## config.mk

```make
export PLATFORM = sky130hd
export DESIGN_NAME = multiplexed_hex_driver_n
export DESIGN_NICKNAME = d
export VERILOG_FILES = /design/src/rtl/multiplexed_hex_driver_n.sv
export SDC_FILE = /design/constraint.sdc
export NUM_CORES = 1
export LEC_CHECK = 0
export BUFFER_PORTS_ARGS = -buffer_cell sky130_fd_sc_hd__buf_4
export CORE_UTILIZATION = 62
export CTS_CLUSTER_SIZE = 30
export DETAILED_ROUTE_END_ITERATION = 16
export GPL_ROUTABILITY_DRIVEN = 0
export GPL_TIMING_DRIVEN = 0
export PLACE_DENSITY = 0.84
export SYNTH_ARGS = -nofsm -noshare
export SYNTH_HDL_FRONTEND = slang
export SYNTH_SLANG_ARGS = --single-unit
```

## constraint.sdc

```tcl
create_clock -name Clk -period 3.8 [get_ports Clk]
set_clock_uncertainty 0.2 [all_clocks]
set_input_delay 0.76 -clock Clk [delete_from_list [all_inputs] [get_ports Clk]]
set_output_delay 0.76 -clock Clk [all_outputs]
set_load 0.05 [all_outputs]
```

## src/rtl/multiplexed_hex_driver_n.sv

```systemverilog
`default_nettype none
// +--------------------------------------------------------------------------+
// | multiplexed_hex_driver_n                                                 |
// | Time-multiplexed N-digit 7-segment hex driver with PWM brightness,      |
// | double-buffered inputs and leading-zero suppression.                     |
// | Rev 1.0                                                                  |
// +--------------------------------------------------------------------------+
module multiplexed_hex_driver_n #(
  parameter int unsigned DIGITS    = 4,
  parameter int unsigned SCAN_DIV  = 65536,
  parameter int unsigned DUTY_BITS = 4
) (
  input  logic                  Clk,
  input  logic                  Reset,
  input  logic [4*DIGITS-1:0]   Values,
  input  logic [DIGITS-1:0]     DP,
  input  logic [DIGITS-1:0]     Blank,
  input  logic                  Lz_en,
  input  logic                  Load,
  input  logic [DUTY_BITS-1:0]  Brightness,
  output logic [DIGITS-1:0]     SEG_SEL,
  output logic [7:0]            HEX_OUT,
  output logic                  Frame_done
);

  localparam int unsigned SC_W    = (SCAN_DIV > 1) ? $clog2(SCAN_DIV) : 1;
  localparam int unsigned D_W     = (DIGITS > 1) ? $clog2(DIGITS) : 1;
  localparam int unsigned SUB_LEN = SCAN_DIV >> DUTY_BITS;
  localparam int unsigned CMP_W   = SC_W + DUTY_BITS;
  localparam logic [SC_W-1:0] SC_LAST = SC_W'(SCAN_DIV - 1);
  localparam logic [D_W-1:0]  D_LAST  = D_W'(DIGITS - 1);

  logic [SC_W-1:0]       sc_q, sc_d;
  logic [D_W-1:0]        d_q, d_d;
  logic                  boundary;

  logic [4*DIGITS-1:0]   sh_val_q, act_val_q;
  logic [DIGITS-1:0]     sh_dp_q, act_dp_q;
  logic [DIGITS-1:0]     sh_blank_q, act_blank_q;
  logic                  sh_lz_q, act_lz_q;

  logic [DIGITS-1:0]     seg_q, seg_d;
  logic [7:0]            hex_q, hex_d;
  logic                  fd_q;

  logic [DIGITS-1:0]     supp;
  logic                  lz_run;
  logic [3:0]            cur_nib;
  logic                  cur_dp;
  logic                  cur_dark;
  logic [SC_W-1:0]       sub_idx;
  logic                  lit;

  function automatic logic [6:0] hex7(input logic [3:0] n);
    case (n)
      4'h0: hex7 = 7'b1000000;
      4'h1: hex7 = 7'b1111001;
      4'h2: hex7 = 7'b0100100;
      4'h3: hex7 = 7'b0110000;
      4'h4: hex7 = 7'b0011001;
      4'h5: hex7 = 7'b0010010;
      4'h6: hex7 = 7'b0000010;
      4'h7: hex7 = 7'b1111000;
      4'h8: hex7 = 7'b0000000;
      4'h9: hex7 = 7'b0010000;
      4'hA: hex7 = 7'b0001000;
      4'hB: hex7 = 7'b0000011;
      4'hC: hex7 = 7'b1000110;
      4'hD: hex7 = 7'b0100001;
      4'hE: hex7 = 7'b0000110;
      default: hex7 = 7'b0001110;
    endcase
  endfunction

  always_comb begin
    boundary = (sc_q == SC_LAST) && (d_q == D_LAST);
    sc_d     = (sc_q == SC_LAST) ? '0 : sc_q + SC_W'(1);
    d_d      = d_q;
    if (sc_q == SC_LAST) begin
      d_d = (d_q == D_LAST) ? '0 : d_q + D_W'(1);
    end
  end

  // Suppression runs from the top digit down and stops at the first nonzero nibble.
  always_comb begin
    supp   = '0;
    lz_run = act_lz_q;
    for (int i = int'(DIGITS) - 1; i >= 1; i--) begin
      lz_run  = lz_run & (act_val_q[4*i +: 4] == 4'd0);
      supp[i] = lz_run;
    end
  end

  always_comb begin
    cur_nib  = 4'd0;
    cur_dp   = 1'b0;
    cur_dark = 1'b1;
    for (int i = 0; i < int'(DIGITS); i++) begin
      if (d_q == D_W'(i)) begin
        cur_nib  = act_val_q[4*i +: 4];
        cur_dp   = act_dp_q[i];
        cur_dark = act_blank_q[i] | supp[i];
      end
    end
    sub_idx = sc_q / SC_W'(SUB_LEN);
    lit     = CMP_W'(sub_idx) < CMP_W'(Brightness);

    seg_d = '0;
    hex_d = 8'hFF;
    if (lit && !cur_dark) begin
      for (int i = 0; i < int'(DIGITS); i++) begin
        seg_d[i] = (d_q == D_W'(i));
      end
      hex_d = {~cur_dp, hex7(cur_nib)};
    end
  end

  always_ff @(posedge Clk) begin
    if (Reset) begin
      sc_q        <= '0;
      d_q         <= '0;
      sh_val_q    <= '0;
      sh_dp_q     <= '0;
      sh_blank_q  <= '0;
      sh_lz_q     <= 1'b0;
      act_val_q   <= '0;
      act_dp_q    <= '0;
      act_blank_q <= '0;
      act_lz_q    <= 1'b0;
      seg_q       <= '0;
      hex_q       <= 8'hFF;
      fd_q        <= 1'b0;
    end else begin
      sc_q <= sc_d;
      d_q  <= d_d;
      if (Load) begin
        sh_val_q   <= Values;
        sh_dp_q    <= DP;
        sh_blank_q <= Blank;
        sh_lz_q    <= Lz_en;
      end
      // A Load on the boundary cycle bypasses the shadow straight into the active copy.
      if (boundary) begin
        act_val_q   <= Load ? Values : sh_val_q;
        act_dp_q    <= Load ? DP     : sh_dp_q;
        act_blank_q <= Load ? Blank  : sh_blank_q;
        act_lz_q    <= Load ? Lz_en  : sh_lz_q;
      end
      seg_q <= seg_d;
      hex_q <= hex_d;
      fd_q  <= boundary;
    end
  end

  assign SEG_SEL    = seg_q;
  assign HEX_OUT    = hex_q;
  assign Frame_done = fd_q;

endmodule
`default_nettype wire

```

==> out/results.ini <==
[clock_tree]
clk_path_buf_depth=2
clkSinkCount=81
cts_tree=yes
insertion_delay_ns=0.34
root_buffer=clkbuf_8
holdBufCountCts=0
post_cts_buffers=0
cts_buffers=9
cts_resized=0
h-tree-depth=3
clk_pin_slew_ns=0.07

[synthesis]
synth_edf_count=0
yosys_warnings=0
ys.flop_type=dfxtp_1
syn-cell-area_mm2=0.00356
syn_nets=435
synth_cell_types=44
ys_ff_latch=81
syn_avg_cell_area_um2=9.15
ys_seq_area_share_pct=45.6
synthCells=389
async_flop_share_pct=0

[drt]
dr.pass1.iters=4
drc_errors=0
vias_per_cell=5.32
totalWireLength_um=7120
ant_nets=0
wl_per_cell_um=13.7
via_count=2756
drt-initial-drc-count=120

[sta]
hold_slack_ns=0.278
timing.fmax_mhz=350
fin_crit_ns=2.86
slew_headroom_pct=63.5
final_hold_viol_count=0
rsz0062_at_grt=no
tightest_slew_ns=0.548
setup_tns_ns=0
fin_crit_sh_pct=75.2
setup_violations=0
drv_slew=0

[min_path]
hp-start=act_val_q[0]
hold_path_end=act_val_q[0]
holdPathStages=2
hold_class=reg -> reg

[worst_setup_path]
crit_arrival_ns=2.89
crit_required_ns=3.83
cp_top_family=compound AO/OA/AOI/OAI gates
cp_cell_sequence=ha_1 > buf_2 > buf_2 > a211oi_1 > a221oi_2 > inv_1 > ha_1 > nor2b_1 > nor3_1 > o21ai_1
slowest_delay_ns=0.50
cp-start-kind=flop
crit_fanout=10
reg2reg_slack_ns=0.94
worst-setup-path-type=reg -> reg
critPathCaptureType=flop
reg2reg_from=d_q[0]
r2r_end=HEX_OUT[3]
reg2reg_depth=10
path_buf_inv=3
slowest_stage=a221oi_2

[place]
place_area_mm2=0.00397
portBuffers=43
hpwl_um=5250

[grt]
gr-total-overflow=0
grt_pass1_vias=2703
grt_pass1_wl_um=11900
antenna_found_initial=0
grt_max_degree=12
grt_usage_pct=25.3

[die]
coreArea_mm2=0.00551
dieArea_mm2=0.00605
die_h_um=77.8
die_x_um=77.8
num_rows=27
num_io_pins=45
initial_utilization_pct=64.6

[run_status]
status=completed

[layout]
nets=489
drive_above_1_share_pct=18.2
nFillCells=411
n_antenna_cell=0
fin_area_mm2=0.00413
syn_to_final_growth_pct=16.2
final_cell_mix=dfxtp_1, nor2_1, buf_4
final_common_cell=dfxtp_1

[pwr]
ir_drop_mv=0.256
fin_total_pwr_uw=1540
p_leak_uw=0.00175
cellPowerDensity_mw_per_mm2=371

[flow_run]
max_cap_viol_count=0

sequential cells by signal (all words and copies together) (netlist names):
register / count
SEG_SEL: 4
act_blank_q: 4
Frame_done: 1
sc_q: 16
act_val_q: 16
sh_lz_q: 1
sh_blank_q: 4
HEX_OUT: 8
act_dp_q: 4
act_lz_q: 1
sh_val_q: 16
d_q: 2
sh_dp_q: 4
layer usage:
metal / vias up / GRT usage [%] / wire [um]
met5: - / 0 / 0
met4: 0 / 11.9 / 137
met3: 12 / 4.00 / 297
met2: 58 / 43.7 / 3470
met1: 1277 / 30.8 / 3220
li1: 1409 / - / -
worst max-delay path by stage:
stage,startpoint,end,slack [ns],depth (start not counted)
final,d_q[0],HEX_OUT[3],0.94,10
after global routing,d_q[0],HEX_OUT[3],0.73,10
after CTS,d_q[0],HEX_OUT[3],0.94,10
after detailed placement,d_q[0],HEX_OUT[3],0.97,10
after global placement,d_q[0],HEX_OUT[3],1.03,10
after floorplan,d_q[0],HEX_OUT[3],1.38,10
cells by family after synthesis:
kind of cell,after synthesis,synth area share [%]
AOI/OAI and AO/OA,53,10.1
xor gates and xnor gates,14,3.45
adders and majority gates,14,4.92
buffers and inverters,39,5.59
DFF,81,45.6
muxes,27,7.59
and+or+nand+nor,161,22.8
final cells by class:
class / count / area (um^2) / share of cell area (%)
repair buffers: 43 / 323 / 7.81
plain buffers: 23 / 139 / 3.36
well taps: 72 / 90.1 / 2.18
inverters: 16 / 60.1 / 1.45
flip-flops and latches: 81 / 1620 / 39.2
multi-input cells: 269 / 1740 / 42.0
clock buffers: 14 / 163 / 3.93
metrics by stage:
step	util [%]	worst slack, ns	std cells
3_3_place_gp	72.1	1.03	504
2_1_floorplan	-	1.38	389
6_report	75.1	0.943	518
4_1_cts	75.1	0.941	518
5_1_grt	75.1	0.726	518
3_5_place_dp	72.1	0.967	504
worst register-to-register path, delay by kind of cell, from the launching register on:
| family | cells | cell delay (ns) |
|---|---|---|
| fa+ha+maj | 2 | 0.46 |
| buf+inv | 3 | 0.63 |
| simple gates | 2 | 0.38 |
| flops | 1 | 0.41 |
| compound gates | 3 | 0.66 |
cell usage after synthesis, types with 2 or more instances:
cell type / n / area, um^2
dfxtp_1: 81 / 1620
nor2_1: 53 / 199
nand2_1: 40 / 150
mux2i_1: 27 / 270
nand2b_1: 24 / 150
o21ai_1: 21 / 105
inv_1: 15 / 56.3
ha_1: 14 / 175
buf_2: 9 / 45.0
xor2_1: 8 / 70.1
nor3b_1: 7 / 52.6
a21oi_1: 6 / 30.0
and2_1: 6 / 37.5
nand3_1: 6 / 30.0
o31ai_1: 6 / 45.0
xnor2_1: 6 / 52.6
a211oi_1: 5 / 37.5
buf_4: 5 / 37.5
clkbuf_1: 5 / 18.8
nand3b_1: 5 / 37.5
a221oi_2: 3 / 45.0
and3_1: 3 / 18.8
buf_6: 3 / 33.8
nor2b_1: 3 / 18.8
nor4_1: 3 / 18.8
a31oi_1: 2 / 12.5
and4_1: 2 / 17.5
nor3_1: 2 / 10.0
o21ai_0: 2 / 10.0
o221ai_1: 2 / 17.5
or2_2: 2 / 12.5
power breakdown:
group / internal [uW] / switching [uW] / leakage (uW)
logic: 54.3 / 63.1 / 0.00100
clock network: 267 / 272 / 0.0000826
registers: 872 / 7.62 / 0.000661
total: 1190 / 342 / 0.00175
Power figures use the tool's default switching activity.
